$ cat src/rtl/mult_div_unit_if.sv
// Request/result bundle between a requester and the multi-cycle multiply/divide unit.
interface mult_div_unit_if;
    logic        start;
    logic        op;
    logic [31:0] in_a;
    logic [31:0] in_b;
    logic [31:0] out_hi;
    logic [31:0] out_lo;
    logic        busy;
    logic        done;
    logic        div0;

    modport master (
        output start, op, in_a, in_b,
        input  out_hi, out_lo, busy, done, div0
    );

    modport slave (
        input  start, op, in_a, in_b,
        output out_hi, out_lo, busy, done, div0
    );
endinterface

$ cat src/rtl/mult_div_unit.sv
// Iterative signed multiply (radix-2 Booth) and signed divide (restoring on magnitudes)
// producing HI/LO results; 32 iteration cycles per operation.
module mult_div_unit (
    input  logic            clk,
    input  logic            reset,
    mult_div_unit_if.slave  bus
);
    typedef enum logic [1:0] {IDLE, MULT, DIV, DONE} state_t;

    state_t      state, state_next;
    logic [4:0]  cnt;
    logic [31:0] acc_hi, acc_lo, opnd;
    logic        acc_q1, neg_q, neg_r;
    logic [31:0] hi_q, lo_q;
    logic        div0_q;

    logic        last;
    logic [32:0] booth_sum;
    logic [31:0] mult_hi_nx, mult_lo_nx;
    logic [32:0] div_shift;
    logic        div_ge;
    logic [31:0] div_hi_nx, div_lo_nx, quot, rem;
    logic [31:0] abs_a, abs_b;

    assign last  = (cnt == 5'd31);
    assign abs_a = bus.in_a[31] ? -bus.in_a : bus.in_a;
    assign abs_b = bus.in_b[31] ? -bus.in_b : bus.in_b;

    // Booth step: the add/subtract is done 33 bits wide so M = -2^31 cannot overflow,
    // and the arithmetic right shift folds the extra bit back into the 65-bit register.
    always_comb begin
        booth_sum = {acc_hi[31], acc_hi};
        case ({acc_lo[0], acc_q1})
            2'b01:   booth_sum = {acc_hi[31], acc_hi} + {opnd[31], opnd};
            2'b10:   booth_sum = {acc_hi[31], acc_hi} - {opnd[31], opnd};
            default: booth_sum = {acc_hi[31], acc_hi};
        endcase
        mult_hi_nx = booth_sum[32:1];
        mult_lo_nx = {booth_sum[0], acc_lo[31:1]};
    end

    // Restoring step: remainder stays below the divisor, so 32 bits hold it after the subtract.
    always_comb begin
        div_shift = {acc_hi, acc_lo[31]};
        div_ge    = (div_shift >= {1'b0, opnd});
        div_hi_nx = div_ge ? (div_shift[31:0] - opnd) : div_shift[31:0];
        div_lo_nx = {acc_lo[30:0], div_ge};
        quot      = neg_q ? -div_lo_nx : div_lo_nx;
        rem       = neg_r ? -div_hi_nx : div_hi_nx;
    end

    always_comb begin
        state_next = state;
        case (state)
            IDLE: begin
                if (bus.start) begin
                    if (!bus.op)               state_next = MULT;
                    else if (bus.in_b == '0)   state_next = DONE;
                    else                       state_next = DIV;
                end
            end
            MULT:    if (last) state_next = DONE;
            DIV:     if (last) state_next = DONE;
            DONE:    state_next = IDLE;
            default: state_next = IDLE;
        endcase
    end

    always_ff @(posedge clk) begin
        if (reset) begin
            state  <= IDLE;
            cnt    <= '0;
            acc_hi <= '0;
            acc_lo <= '0;
            acc_q1 <= 1'b0;
            opnd   <= '0;
            neg_q  <= 1'b0;
            neg_r  <= 1'b0;
            hi_q   <= '0;
            lo_q   <= '0;
            div0_q <= 1'b0;
        end else begin
            state <= state_next;
            case (state)
                IDLE: begin
                    if (bus.start) begin
                        cnt    <= '0;
                        div0_q <= 1'b0;
                        acc_hi <= '0;
                        acc_q1 <= 1'b0;
                        if (!bus.op) begin
                            opnd   <= bus.in_a;
                            acc_lo <= bus.in_b;
                        end else if (bus.in_b == '0) begin
                            div0_q <= 1'b1;
                        end else begin
                            opnd   <= abs_b;
                            acc_lo <= abs_a;
                            neg_q  <= bus.in_a[31] ^ bus.in_b[31];
                            neg_r  <= bus.in_a[31];
                        end
                    end
                end
                MULT: begin
                    acc_hi <= mult_hi_nx;
                    acc_lo <= mult_lo_nx;
                    acc_q1 <= acc_lo[0];
                    cnt    <= cnt + 5'd1;
                    if (last) begin
                        hi_q <= mult_hi_nx;
                        lo_q <= mult_lo_nx;
                    end
                end
                DIV: begin
                    acc_hi <= div_hi_nx;
                    acc_lo <= div_lo_nx;
                    cnt    <= cnt + 5'd1;
                    if (last) begin
                        hi_q <= rem;
                        lo_q <= quot;
                    end
                end
                default: ;
            endcase
        end
    end

    assign bus.out_hi = hi_q;
    assign bus.out_lo = lo_q;
    assign bus.div0   = div0_q;
    assign bus.busy   = (state != IDLE);
    assign bus.done   = (state == DONE);
endmodule

$ cat src/flat_wrapper.sv
// flat-port wrapper written by rule: the top's interface ports become plain ports
module mult_div_unit_flat 
  (clk, reset, bus_start, bus_op, bus_in_a, bus_in_b, bus_out_hi, bus_out_lo, bus_busy, bus_done, bus_div0);
  mult_div_unit_if bus_i ();
  input  logic clk;
  input  logic reset;
  input wire logic [$bits(bus_i.start)-1:0] bus_start;
  input wire logic [$bits(bus_i.op)-1:0] bus_op;
  input wire logic [$bits(bus_i.in_a)-1:0] bus_in_a;
  input wire logic [$bits(bus_i.in_b)-1:0] bus_in_b;
  output wire logic [$bits(bus_i.out_hi)-1:0] bus_out_hi;
  output wire logic [$bits(bus_i.out_lo)-1:0] bus_out_lo;
  output wire logic [$bits(bus_i.busy)-1:0] bus_busy;
  output wire logic [$bits(bus_i.done)-1:0] bus_done;
  output wire logic [$bits(bus_i.div0)-1:0] bus_div0;
  assign bus_i.start = bus_start;
  assign bus_i.op = bus_op;
  assign bus_i.in_a = bus_in_a;
  assign bus_i.in_b = bus_in_b;
  assign bus_out_hi = bus_i.out_hi;
  assign bus_out_lo = bus_i.out_lo;
  assign bus_busy = bus_i.busy;
  assign bus_done = bus_i.done;
  assign bus_div0 = bus_i.div0;
  mult_div_unit u_core (.clk(clk), .reset(reset), .bus(bus_i));
endmodule
$ cat config.mk
export PLATFORM = sky130hd
export DESIGN_NAME = mult_div_unit_flat
export DESIGN_NICKNAME = d
export VERILOG_FILES = /design/src/rtl/mult_div_unit_if.sv /design/src/rtl/mult_div_unit.sv /design/src/flat_wrapper.sv
export SDC_FILE = /design/constraint.sdc
export NUM_CORES = 1
export LEC_CHECK = 0
export BUFFER_PORTS_ARGS = -buffer_cell sky130_fd_sc_hd__buf_2
export CAP_MARGIN = 15
export CORE_MARGIN = 1.5
export CORE_UTILIZATION = 25
export DETAILED_ROUTE_END_ITERATION = 12
export PLACE_DENSITY = 0.47
export SLEW_MARGIN = 10
export SYNTH_ARGS = -nofsm -noshare
export SYNTH_HDL_FRONTEND = slang
export SYNTH_SLANG_ARGS = --single-unit
$ cat constraint.sdc
create_clock -name clk -period 6.5 [get_ports clk]
set_input_delay 1.3 -clock clk [delete_from_list [all_inputs] [get_ports clk]]
set_output_delay 1.3 -clock clk [all_outputs]
set_load 0.02 [all_outputs]
## After elaboration in Yosys (flattened, before gate mapping)

Cells that the tools add are included.

| operators by class | value |
|---|---|
| magnitude comparators | 1 |
| equal/unequal tests | 12 |
| reduce and logical (&&, ||, !) cells | 17 |
| add/sub/neg operators | 8 |
| bitwise gates (word level) | 2 |
| muxes and demuxes | 31 |

Operator list:

| kind | count |
|---|---|
| $mux 32 | 15 |
| $pmux 32 s3 | 2 |
| $neg 32->32 | 4 |
| $pmux 32 s2 | 2 |
| $pmux 33 s2 | 1 |
| $add 32x32->33 | 1 |
| $ge 33x32->1 | 1 |
| $sub 32x32->33 | 1 |
| $logic_not 32->1 | 1 |
| $sub 32x32->32 | 1 |
| $pmux 5 s2 | 1 |
| $reduce_and 2->1 | 5 |
| $reduce_and 3->1 | 3 |
| $reduce_bool 2->1 | 4 |
| $eq 2x2->1 const B | 3 |
| $mux 2 | 3 |
| $ne 2x1->1 const B | 3 |
| $pmux 2 s3 | 1 |
| $add 5x1->5 const B | 1 |
| $eq 5x5->1 const B | 1 |
| $mux 5 | 1 |
| $eq 2x1->1 const B | 2 |
| $mux 1 | 4 |
| $ne 2x2->1 const B | 2 |
| other kinds (8) | 8 |

| word-level totals | value |
|---|---|
| register bits after elaboration | 171 |
| logic and storage cells | 82 |
| bits of input ports | 68 |
| output and inout bits | 67 |

## Depth between registers and ports, before layout

Gate-level depths: netlist of run 1.

| logic depth | value |
|---|---|
| depth in word-level cells | 6 |
| gate-level depth with buffers | 24 |
| mapped depth without buffers | 20 |

## Worst setup path before layout of run 1

Ideal clock, no wire load.

| timing path | value |
|---|---|
| path kind | register to register |
| from | reg u_core.opnd[2] |
| to | reg u_core.hi_q[31], in the netlist u_core.bus.out_hi[31] |
| buffers on the path | 0 |
| data arrival time | 4,689 ps |
| slack | 1,685 ps |
| library setup time | 126 ps |
| clock period less this slack | 4,815 ps |
| stages on the path, launching flop included | 19 |
| required time | 6,374 ps |
| cells stage by stage | dfxtp_1 or4_1 nor4_1 nand2_1 nor3_1 nor2_1 xnor2_1 ha_1 a21o_1 a21o_1 a211oi_1 o21ai_0 a2111oi_1 nor3_1 a311oi_1 o2111ai_1 and3_1 nor4_1 nor3_2 |

| between the ends | value |
|---|---|
| longest elaborated chain between the ends | 6 |
| elaborated cells on any way between the ends | 11 |
| those cells by class | add/sub (4); order compare (1); mux (6) |

Ends and longest elaborated chain:

| what | RTL line | RTL |
|---|---|---|
| start: declaration | mult_div_unit.sv:12 | `logic [31:0] acc_hi, acc_lo, opnd;` |
| start signal: assignment | mult_div_unit.sv:92 | `opnd <= bus.in_a;` |
| start signal: assignment | mult_div_unit.sv:97 | `opnd <= abs_b;` |
| $sub 32x32->32 or $ge 33x32->1 (tied branches) | mult_div_unit.sv:46, mult_div_unit.sv:45 |  |
| $mux 32 | mult_div_unit.sv:46 | `div_hi_nx = div_ge ? (div_shift[31:0] - opnd) : div_shift[31:0];` |
| $neg 32->32 | mult_div_unit.sv:49 | `rem = neg_r ? -div_hi_nx : div_hi_nx;` |
| $mux 32 | mult_div_unit.sv:49 |  |
| $mux 32 | mult_div_unit.sv:118 | `if (last) begin` |
| $pmux 32 s2 * | mult_div_unit.sv:84 | `case (state)` |
| end signal: assignment | mult_div_unit.sv:110 | `hi_q <= mult_hi_nx;` |
| end signal: assignment | mult_div_unit.sv:119 | `hi_q <= rem;` |
| end: declaration | mult_div_unit.sv:14 | `logic [31:0] hi_q, lo_q;` |

Every way passes the cells marked *; elsewhere a longest branch is shown, timed or not. The select of a mux whose other input is x is not followed.
A chain may end at the register's enable or synchronous reset.

## Worst setup path in the final report of run 1

| timing path | value |
|---|---|
| from | reg u_core.opnd[28] |
| to | reg u_core.hi_q[30], in the netlist u_core.bus.out_hi[30] |

Same word-level chain as after synthesis.

==> flow_summary.toml, run 1 <==
[run_status]
status = "finished, final reports clean"

[layout]
final.fill_count = 7138
area.growth.synth_to_final_pct = 11.7
layout_common_cells = "nor2_1, a21oi_1, nand2_1"
final_common_cell = "nor2_1"
fin_util = 0.282
drive_gt1_frac = 0.104
fin_cells = 3168
fin_area_sq_mm = 0.0181
nets = 2442

[worst_setup_path]
crit_slowest_cell = "a2111oi_0"
rr_worst_depth = 18
crit_fanout = 22
crit_chain = "inv_1 > ha_1 > a21oi_1 > o21ai_1 > a2111oi_0 > nand3_1 > or2_2 > nand2_1 > o21ai_0 > inv_1 > ha_1 > inv_1 > nor2_1 > a41oi_2 > nor4_4 > and4b_1 > mux2i_1 > o2111a_1"
path_delay_family = "simple AND/OR/NAND/NOR gates"
criticalPathCategory = "reg2reg"
reg2reg_from = "u_core.opnd[28]"
critPathLaunchType = "flip-flop"
endpoint = "u_core.bus.out_hi[30]"
r2r-end = "u_core.bus.out_hi[30]"
startpoint = "u_core.opnd[28]"
worst-path-buf-inv = 3
r2r_slack_ps = 820
path_depth = 18
end_kind = "flip-flop"
critPathArrivalTime_ps = 6080
required_ps = 6910
crit_top_cell = "inv_1"
cpPeakStageDelay_ps = 790

[clock_network]
cts_made_buffers = 17
cts_hold_buf = 0
cts-root-buf = "clkbuf_16"
cts_tree = "built"
postCtsResizedCells = 0
clock-sinks = 171
postCtsSetupRepairBufs = 0
clk_path_buf_depth = 2
h-tree-depth = 4
clkSlewWorstSetupHoldPaths_ps = 70
clock_latency_ps = 470

[synthesis]
syn_avg_cell_area_sq_um = 7.11
ys_async_sr_fraction = 0
yosys_register_bits = 171
yosys.area.top_type = "dfxtp_1"
yosys-top-cells-area = "dfxtp_1, nor2_1, a21oi_1, ha_1, xor2_1"
synth_area_sq_mm = 0.0162
synth_edf_count = 0
ys_seq_area_frac = 0.211
synth_top_area_frac = 0.211
synth_nets = 2427
synth_warnings = 0
synth-main-ff-cell = "dfxtp_1"
synthCells = 2281
synth_cell_type_count = 94

[drt]
wl_met1_um = 29300
via_count = 17200
drtPass1Iterations = 6
wire_per_inst_um = 20.7
route.top_layer_used = "met5"
ant_nets = 0
dr_wl_met2_um = 30600
vias_per_cell = 5.42
drt_iter0_drc = 1335
routed_wirelength_um = 65700
route.met3.wl_um = 3610
route.detailed.drc = 0

[floorplan]
fp.coreArea_sq_mm = 0.0642
die_h_um = 258
rows = 93
initial_core_util = 0.252
ios = 135
die_area_sq_mm = 0.0664
die_w_um = 258

[power_and_ir_drop]
vdd_drop_max_v = 0.000233
power_mw = 7.50
p_per_area_mw_per_mm2 = 414
p_leak_nw = 7.03

[worst_hold_path]
hold_path.class = "reg2reg"
hold_depth = 2
min-delay-start = "u_core.bus.out_hi[15]"

[grt]
grt_max_degree = 109
grt_usage = 0.194
grt_pass1_vias = 16400
grt-ovfl-total = 0
grt_pass1_wl_um = 100000
antenna_found_initial = 11

[sta]
setup_slack_ps = 822
hold_ws_ps = 454
period_share = 0.874
slew_headroom = 0.312
fmax_mhz = 176
slew_violations = 0
clock_skew_ps = 20.0
rsz0062_at_grt = "no"
period_needed_ps = 5680
setup_viol = 0
tightest_slew_ps = 1030
setup_tns_ps = 0
hold_viol = 0

[flow_run]
maxCapViolations = 0

[placed_design]
portBuffers = 134
place_inst = 3132
pre_cts_ws_ps = 1090
place_area_sq_mm = 0.0175
dpl.hpwl_um = 51100
gp_congestion = 0.923
logic make-up (layout without fill, tap and decap cells):
| group | count (synthesis) | after routing | synth area share |
|---|---|---|---|
| fa+ha+maj | 78 | 78 | 0.0611 |
| other cells | 0 | 4 | 0 |
| mux | 31 | 31 | 0.0194 |
| simple gates | 778 | 778 | 0.224 |
| compound gates | 800 | 800 | 0.329 |
| buf+inv | 250 | 278 | 0.0620 |
| flops | 171 | 171 | 0.211 |
| xor+xnor | 173 | 173 | 0.0935 |
where the power goes:
| part | leakage (nW) | switching, mW | internal (mW) |
|---|---|---|---|
| clock | 0.285 | 0.519 | 0.522 |
| combinational | 5.35 | 3.22 | 1.63 |
| sequential | 1.40 | 0.325 | 1.28 |
| total | 7.03 | 4.06 | 3.44 |
worst min-delay path by stage:
stage / end
floorplan: u_core.acc_q1
global placement: u_core.bus.out_hi[15]
detailed placement: u_core.bus.out_hi[15]
CTS: u_core.bus.out_hi[15]
global route: u_core.bus.out_hi[15]
finish: u_core.bus.out_hi[15]
metal layers:
layer / GRT usage / up-vias
li1: - / 8394
met1: 0.248 / 8199
met2: 0.324 / 480
met3: 0.0370 / 99
met4: 0.0663 / 14
met5: 0 / -
flip-flops by register name (all words and copies together) (netlist names):
name	flops
u_core.bus.div0	1
u_core.state	2
u_core.bus.out_hi	32
u_core.neg_q	1
u_core.acc_q1	1
u_core.bus.out_lo	32
u_core.acc_hi	32
u_core.neg_r	1
u_core.opnd	32
u_core.cnt	5
u_core.acc_lo	32
worst register-to-register path, stage by stage, from the launching register on:
cell and delay [ps]:
dfxtp_1 590, inv_1 140, ha_1 390, a21oi_1 160
o21ai_1 100, a2111oi_0 790, nand3_1 380, or2_2 620
nand2_1 140, o21ai_0 150, inv_1 100, ha_1 220
inv_1 80, nor2_1 180, a41oi_2 320, nor4_4 580
and4b_1 300, mux2i_1 210, o2111a_1 210
Yosys cell counts, drive strengths merged (16+ instances only):
cell and n:
inv 79, nand3 35, a22oi 31, or4 17, nor3 54, mux2i 28, a31oi 31, xor2 107
buf 26, a211o 22, o31ai 38, nand4 18, clkbuf 143, or3 20, o21ai 152, ha 76
a211oi 99, nor2 314, a21o 28, dfxtp 171, a221oi 20, nand2 189, o41ai 20, o211ai 16
a21oi 225, xnor2 66, nand2b 22, nor4 27
final cells by class:
class | count | area [sq um] | share of cell area
Clock inverter | 14 | 144 | 0.00794
Inverter | 81 | 307 | 0.0169
Antenna cell | 4 | 10.0 | 0.000553
Timing Repair Buffer | 165 | 908 | 0.0501
Clock buffer | 18 | 439 | 0.0242
Tap cell | 855 | 1070 | 0.0591
Multi-Input combinational cell | 1860 | 11800 | 0.652
Sequential cell | 171 | 3420 | 0.189
Note: power is estimated with default switching activity, not from simulation.
==> inputs of run 2 (changes only) <==
CORE_UTILIZATION = 31   (was 25)
PLACE_DENSITY = 0.54   (was 0.47)
RECOVER_POWER = 25   (was unset)
==> flow_summary.toml, run 2 (same netlist as run 1, synthesis figures left out) <==
[placed_design]
gp_congestion = 0.964
pre_cts_ws_ps = 1080
portBuffers = 134
dpl.hpwl_um = 49500

[grt]
antenna_found_initial = 11
grt_util_met3 = 0.0408
grt_pass1_vias = 16400
top_usage_layer = "met2"
grt_pass1_wl_um = 98000
grt_max_degree = 113
grtUsageMet2 = 0.386
grt_usage = 0.235
grt-ovfl-total = 0
grt.met1_usage = 0.299

[clock_network]
cts-root-buf = "clkbuf_16"
clock-sinks = 171
clkSlewWorstSetupHoldPaths_ps = 70
cts_made_buffers = 17
postCtsSetupRepairBufs = 0
h-tree-depth = 4
cts_hold_buf = 0
cts_tree = "built"
clock_latency_ps = 470
postCtsResizedCells = 0
clk_path_buf_depth = 2

[sta]
fmax_mhz = 179
slew_headroom = -1.34
rsz0062_at_grt = "no"
setup_viol = 0
setup_tns_ps = 0
period_needed_ps = 5600
setup_slack_ps = 900
period_share = 0.861
hold_viol = 0
slew_violations = 100
tightest_slew_ps = 3510
clock_skew_ps = 17.7

[layout]
final_common_cell = "nor2_1"
nets = 2437
layout_common_cells = "nor2_1, a21oi_1, nand2_1"
drive_gt1_frac = 0.0786
area.growth.synth_to_final_pct = 9.96
final.fill_count = 5616

[power_and_ir_drop]
p_comb_frac = 0.637
internal_power_mw = 3.47
clock_power_share = 0.148
p_sw_frac = 0.540
p_per_area_mw_per_mm2 = 423
p_leak_nw = 6.78
power.share.sequential = 0.215
vdd_drop_max_v = 0.000262
p_sw_mw = 4.07

[floorplan]
die_h_um = 232
die_area_sq_mm = 0.0537
initial_core_util = 0.315
ios = 135
rows = 83
fp.coreArea_sq_mm = 0.0515
die_w_um = 232

[drt]
via_count = 17600
routed_wirelength_um = 64400
ant_nets = 0
route.detailed.drc = 0
drt_iter0_drc = 1542
drtPass1Iterations = 8
wire_per_inst_um = 21.6
vias_per_cell = 5.90

[worst_setup_path]
end_kind = "flip-flop"
criticalPathCategory = "reg2reg"
required_ps = 6790
critPathArrivalTime_ps = 5890
critPathLaunchType = "flip-flop"
crit_fanout = 7

[worst_hold_path]
hold_path.class = "reg2reg"

[flow_run]
maxCapViolations = 2

[run_status]
status = "finished, violations left"
failed_checks = "max-capacitance violations, max-slew violations"
-- run 2: metal layers --
metal	part of all wire	vias to the layer above	wire length [um]
li1	-	8394	-
met1	0.43	8398	27500
met2	0.46	681	29700
met3	0.063	142	4070
met4	0.047	14	3060
met5	0.0014	-	92
-- run 2: area by class of cell --
type	count	area, sq um	area share
sequential	171	3420	0.192
clock buffer	17	425	0.0239
antenna	4	10.0	0.000561
tap	680	851	0.0477
clock inverter	15	198	0.0111
timing repair buffer	160	796	0.0446
multi-input combinational	1860	11800	0.663
inverter	81	307	0.0172
-- run 2: worst max-delay path: stages (launching register included) --
cell and delay, ps:
dfxtp_1 340, or4_1 580, nor4_1 210, buf_4 190
nand2_1 70, nor3_1 350, nor2_1 100, xnor2_1 160
ha_1 400, a21o_1 210, a21o_1 190, a211oi_1 210
o21ai_0 150, a2111oi_1 840, nor4_1 180, o311ai_0 820
o22ai_1 180, a22oi_1 200, nor2_1 50
-- run 2: worst paths after layout --
path	cells after the start	end	startpoint	slack (ps)
max	18	u_core.acc_hi[27]	u_core.opnd[2]	900
min	2	u_core.bus.out_hi[15]	u_core.bus.out_hi[15]	460
max reg2reg	18	u_core.acc_hi[27]	u_core.opnd[2]	900
min reg2reg	2	u_core.bus.out_hi[15]	u_core.bus.out_hi[15]	460
-- run 2: power groups by stage --
stage	sequential (mW)	combinational, mW	clock (mW)
final	1.62	4.80	1.11
after global routing	1.65	5.22	1.17
after CTS	1.61	4.77	1.13
after detailed placement	1.63	4.75	0
after global placement	1.62	4.71	0
after floorplan	1.59	3.37	0
-- run 2: metrics by stage --
stage	util	power (mW)	hold slack, ps	area, sq um	instances
final	0.346	7.54	460	17800	2988
after global routing	0.346	8.05	482	17800	2984
after CTS	0.347	7.51	458	17900	2984
after detailed placement	0.335	6.39	447	17300	2952
after global placement	0.335	6.34	442	17300	2952
after floorplan	-	4.96	454	16200	2281
==> inputs of run 3 (changes only) <==
CTS_BUF_LIST = sky130_fd_sc_hd__clkbuf_2 sky130_fd_sc_hd__clkbuf_4 sky130_fd_sc_hd__clkbuf_8   (was unset)
==> flow_summary.toml, run 3 (same netlist as run 1, synthesis figures left out) <==
[power_and_ir_drop]
p_per_area_mw_per_mm2 = 412
power_mw = 7.27
p_leak_nw = 6.70
vdd_drop_max_v = 0.000262

[drt]
routed_wirelength_um = 64500
ant_nets = 0
drtPass1Iterations = 5
via_count = 17500
vias_per_cell = 5.87
wire_per_inst_um = 21.6
drt_iter0_drc = 1380
route.detailed.drc = 0

[layout]
nets = 2437
final.fill_count = 5643
fin_area_sq_mm = 0.0176
area.growth.synth_to_final_pct = 8.80
regArea_sq_mm = 0.00342
fin_util = 0.342
layout_common_cells = "nor2_1, a21oi_1, nand2_1"
final_common_cell = "nor2_1"
fin_cells = 2989
drive_gt1_frac = 0.0790
multi_input_area_sq_mm = 0.0118

[placed_design]
place_inst = 2952
gp_congestion = 0.964
place_area_sq_mm = 0.0173
portBuffers = 134
pre_cts_ws_ps = 1080
dpl.hpwl_um = 49500

[worst_setup_path]
end_kind = "flip-flop"
reg2reg_from = "u_core.opnd[2]"
r2r_slack_ps = 950
critPathLaunchType = "flip-flop"
path_delay_family = "simple AND/OR/NAND/NOR gates"
crit_slowest_cell = "a2111oi_1"
rr_worst_depth = 19
criticalPathCategory = "reg2reg"
worst-path-buf-inv = 1
cpPeakStageDelay_ps = 830
critPathArrivalTime_ps = 5960
r2r-end = "u_core.bus.out_hi[31]"
crit_fanout = 7
crit_chain = "or4_1 > nor4_1 > buf_4 > nand2_1 > nor3_1 > nor2_1 > xnor2_1 > ha_1 > a21o_1 > a21o_1 > a211oi_1 > o21ai_0 > a2111oi_1 > nor3_1 > a311oi_1 > o2111ai_1 > and3_1 > nor4_1 > nor3_2"
required_ps = 6900

[sta]
clock_skew_ps = 22.8
fmax_mhz = 180
setup_viol = 0
rsz0062_at_grt = "no"
hold_ws_ps = 464
hold_viol = 0
period_share = 0.854
slew_violations = 100
period_needed_ps = 5550
setup_slack_ps = 948
setup_tns_ps = 0
slew_headroom = -1.34
tightest_slew_ps = 3500

[grt]
grt-ovfl-total = 0
antenna_found_initial = 10
grt_max_degree = 113
grt_usage = 0.235
grt_pass1_wl_um = 98000
grt_pass1_vias = 16400

[clock_network]
cts-root-buf = "clkbuf_8"
h-tree-depth = 4
clk_path_buf_depth = 2
clkSlewWorstSetupHoldPaths_ps = 100
clock_latency_ps = 520
cts_made_buffers = 17
postCtsSetupRepairBufs = 0
cts_hold_buf = 0
postCtsResizedCells = 0
cts_tree = "built"
clock-sinks = 171

[floorplan]
die_w_um = 232
rows = 83
die_h_um = 232
die_area_sq_mm = 0.0537
fp.coreArea_sq_mm = 0.0515
ios = 135
initial_core_util = 0.315

[worst_hold_path]
hold_depth = 2
min-delay-start = "u_core.bus.out_hi[15]"
whs_endpoint = "u_core.bus.out_hi[15]"
hold_path.class = "reg2reg"

[run_status]
status = "finished, violations left"
failed_checks = "max-capacitance violations, max-slew violations"

[flow_run]
maxCapViolations = 2
-- run 3: cell count changes in the layout (fill, tap and decap cells not counted), sizes merged --
cell,before,now
buf,104,105
diode,4,5
clkbuf,73,72
-- run 3: worst register-to-register path, delay by kind of cell, from the launching register on --
family,cells,cell delay (ps)
xor+xnor,1,160
flops,1,350
buf+inv,1,190
fa+ha+maj,1,400
simple gates,9,2240
compound gates,7,2100
-- run 3: how the worst max path moves through the flow --
| stage | start | to | slack (ps) | depth (start not counted) |
|---|---|---|---|---|
| 6_report | u_core.opnd[2] | u_core.bus.out_hi[31] | 950 | 19 |
| 5_1_grt | u_core.opnd[2] | u_core.bus.out_hi[31] | 510 | 19 |
| 4_1_cts | u_core.opnd[2] | u_core.bus.out_hi[31] | 1050 | 19 |
| 3_5_place_dp | u_core.opnd[2] | u_core.bus.out_hi[31] | 1080 | 19 |
| 3_3_place_gp | u_core.opnd[2] | u_core.bus.out_hi[31] | 1130 | 19 |
| 2_1_floorplan | u_core.opnd[2] | u_core.bus.out_hi[31] | 1690 | 18 |
-- run 3: report_power, final --
part           leakage (nW)  internal [mW]  total [mW]  switching (mW)
clock network         0.215          0.363       0.856           0.493
logic                  5.09           1.59        4.80            3.20
registers              1.40           1.28        1.62           0.337
total                  6.70           3.24        7.27            4.03
-- run 3: final cells by class --
class,count,share of cell area
antenna,5,0.000709
clock buffer,17,0.0133
clock inverter,15,0.0112
inverter,81,0.0174
multi-input combinational,1860,0.670
sequential,171,0.194
tap,680,0.0482
timing repair buffer,160,0.0452
-- run 3: layer usage --
metal | vias up | part of all wire | GRT usage | wire (um)
met2 | 628 | 0.46 | 0.385 | 29800
met5 | - | 0.0011 | 0 | 69
li1 | 8388 | - | - | -
met3 | 130 | 0.060 | 0.0398 | 3840
met1 | 8392 | 0.43 | 0.300 | 27900
met4 | 10 | 0.045 | 0.109 | 2930
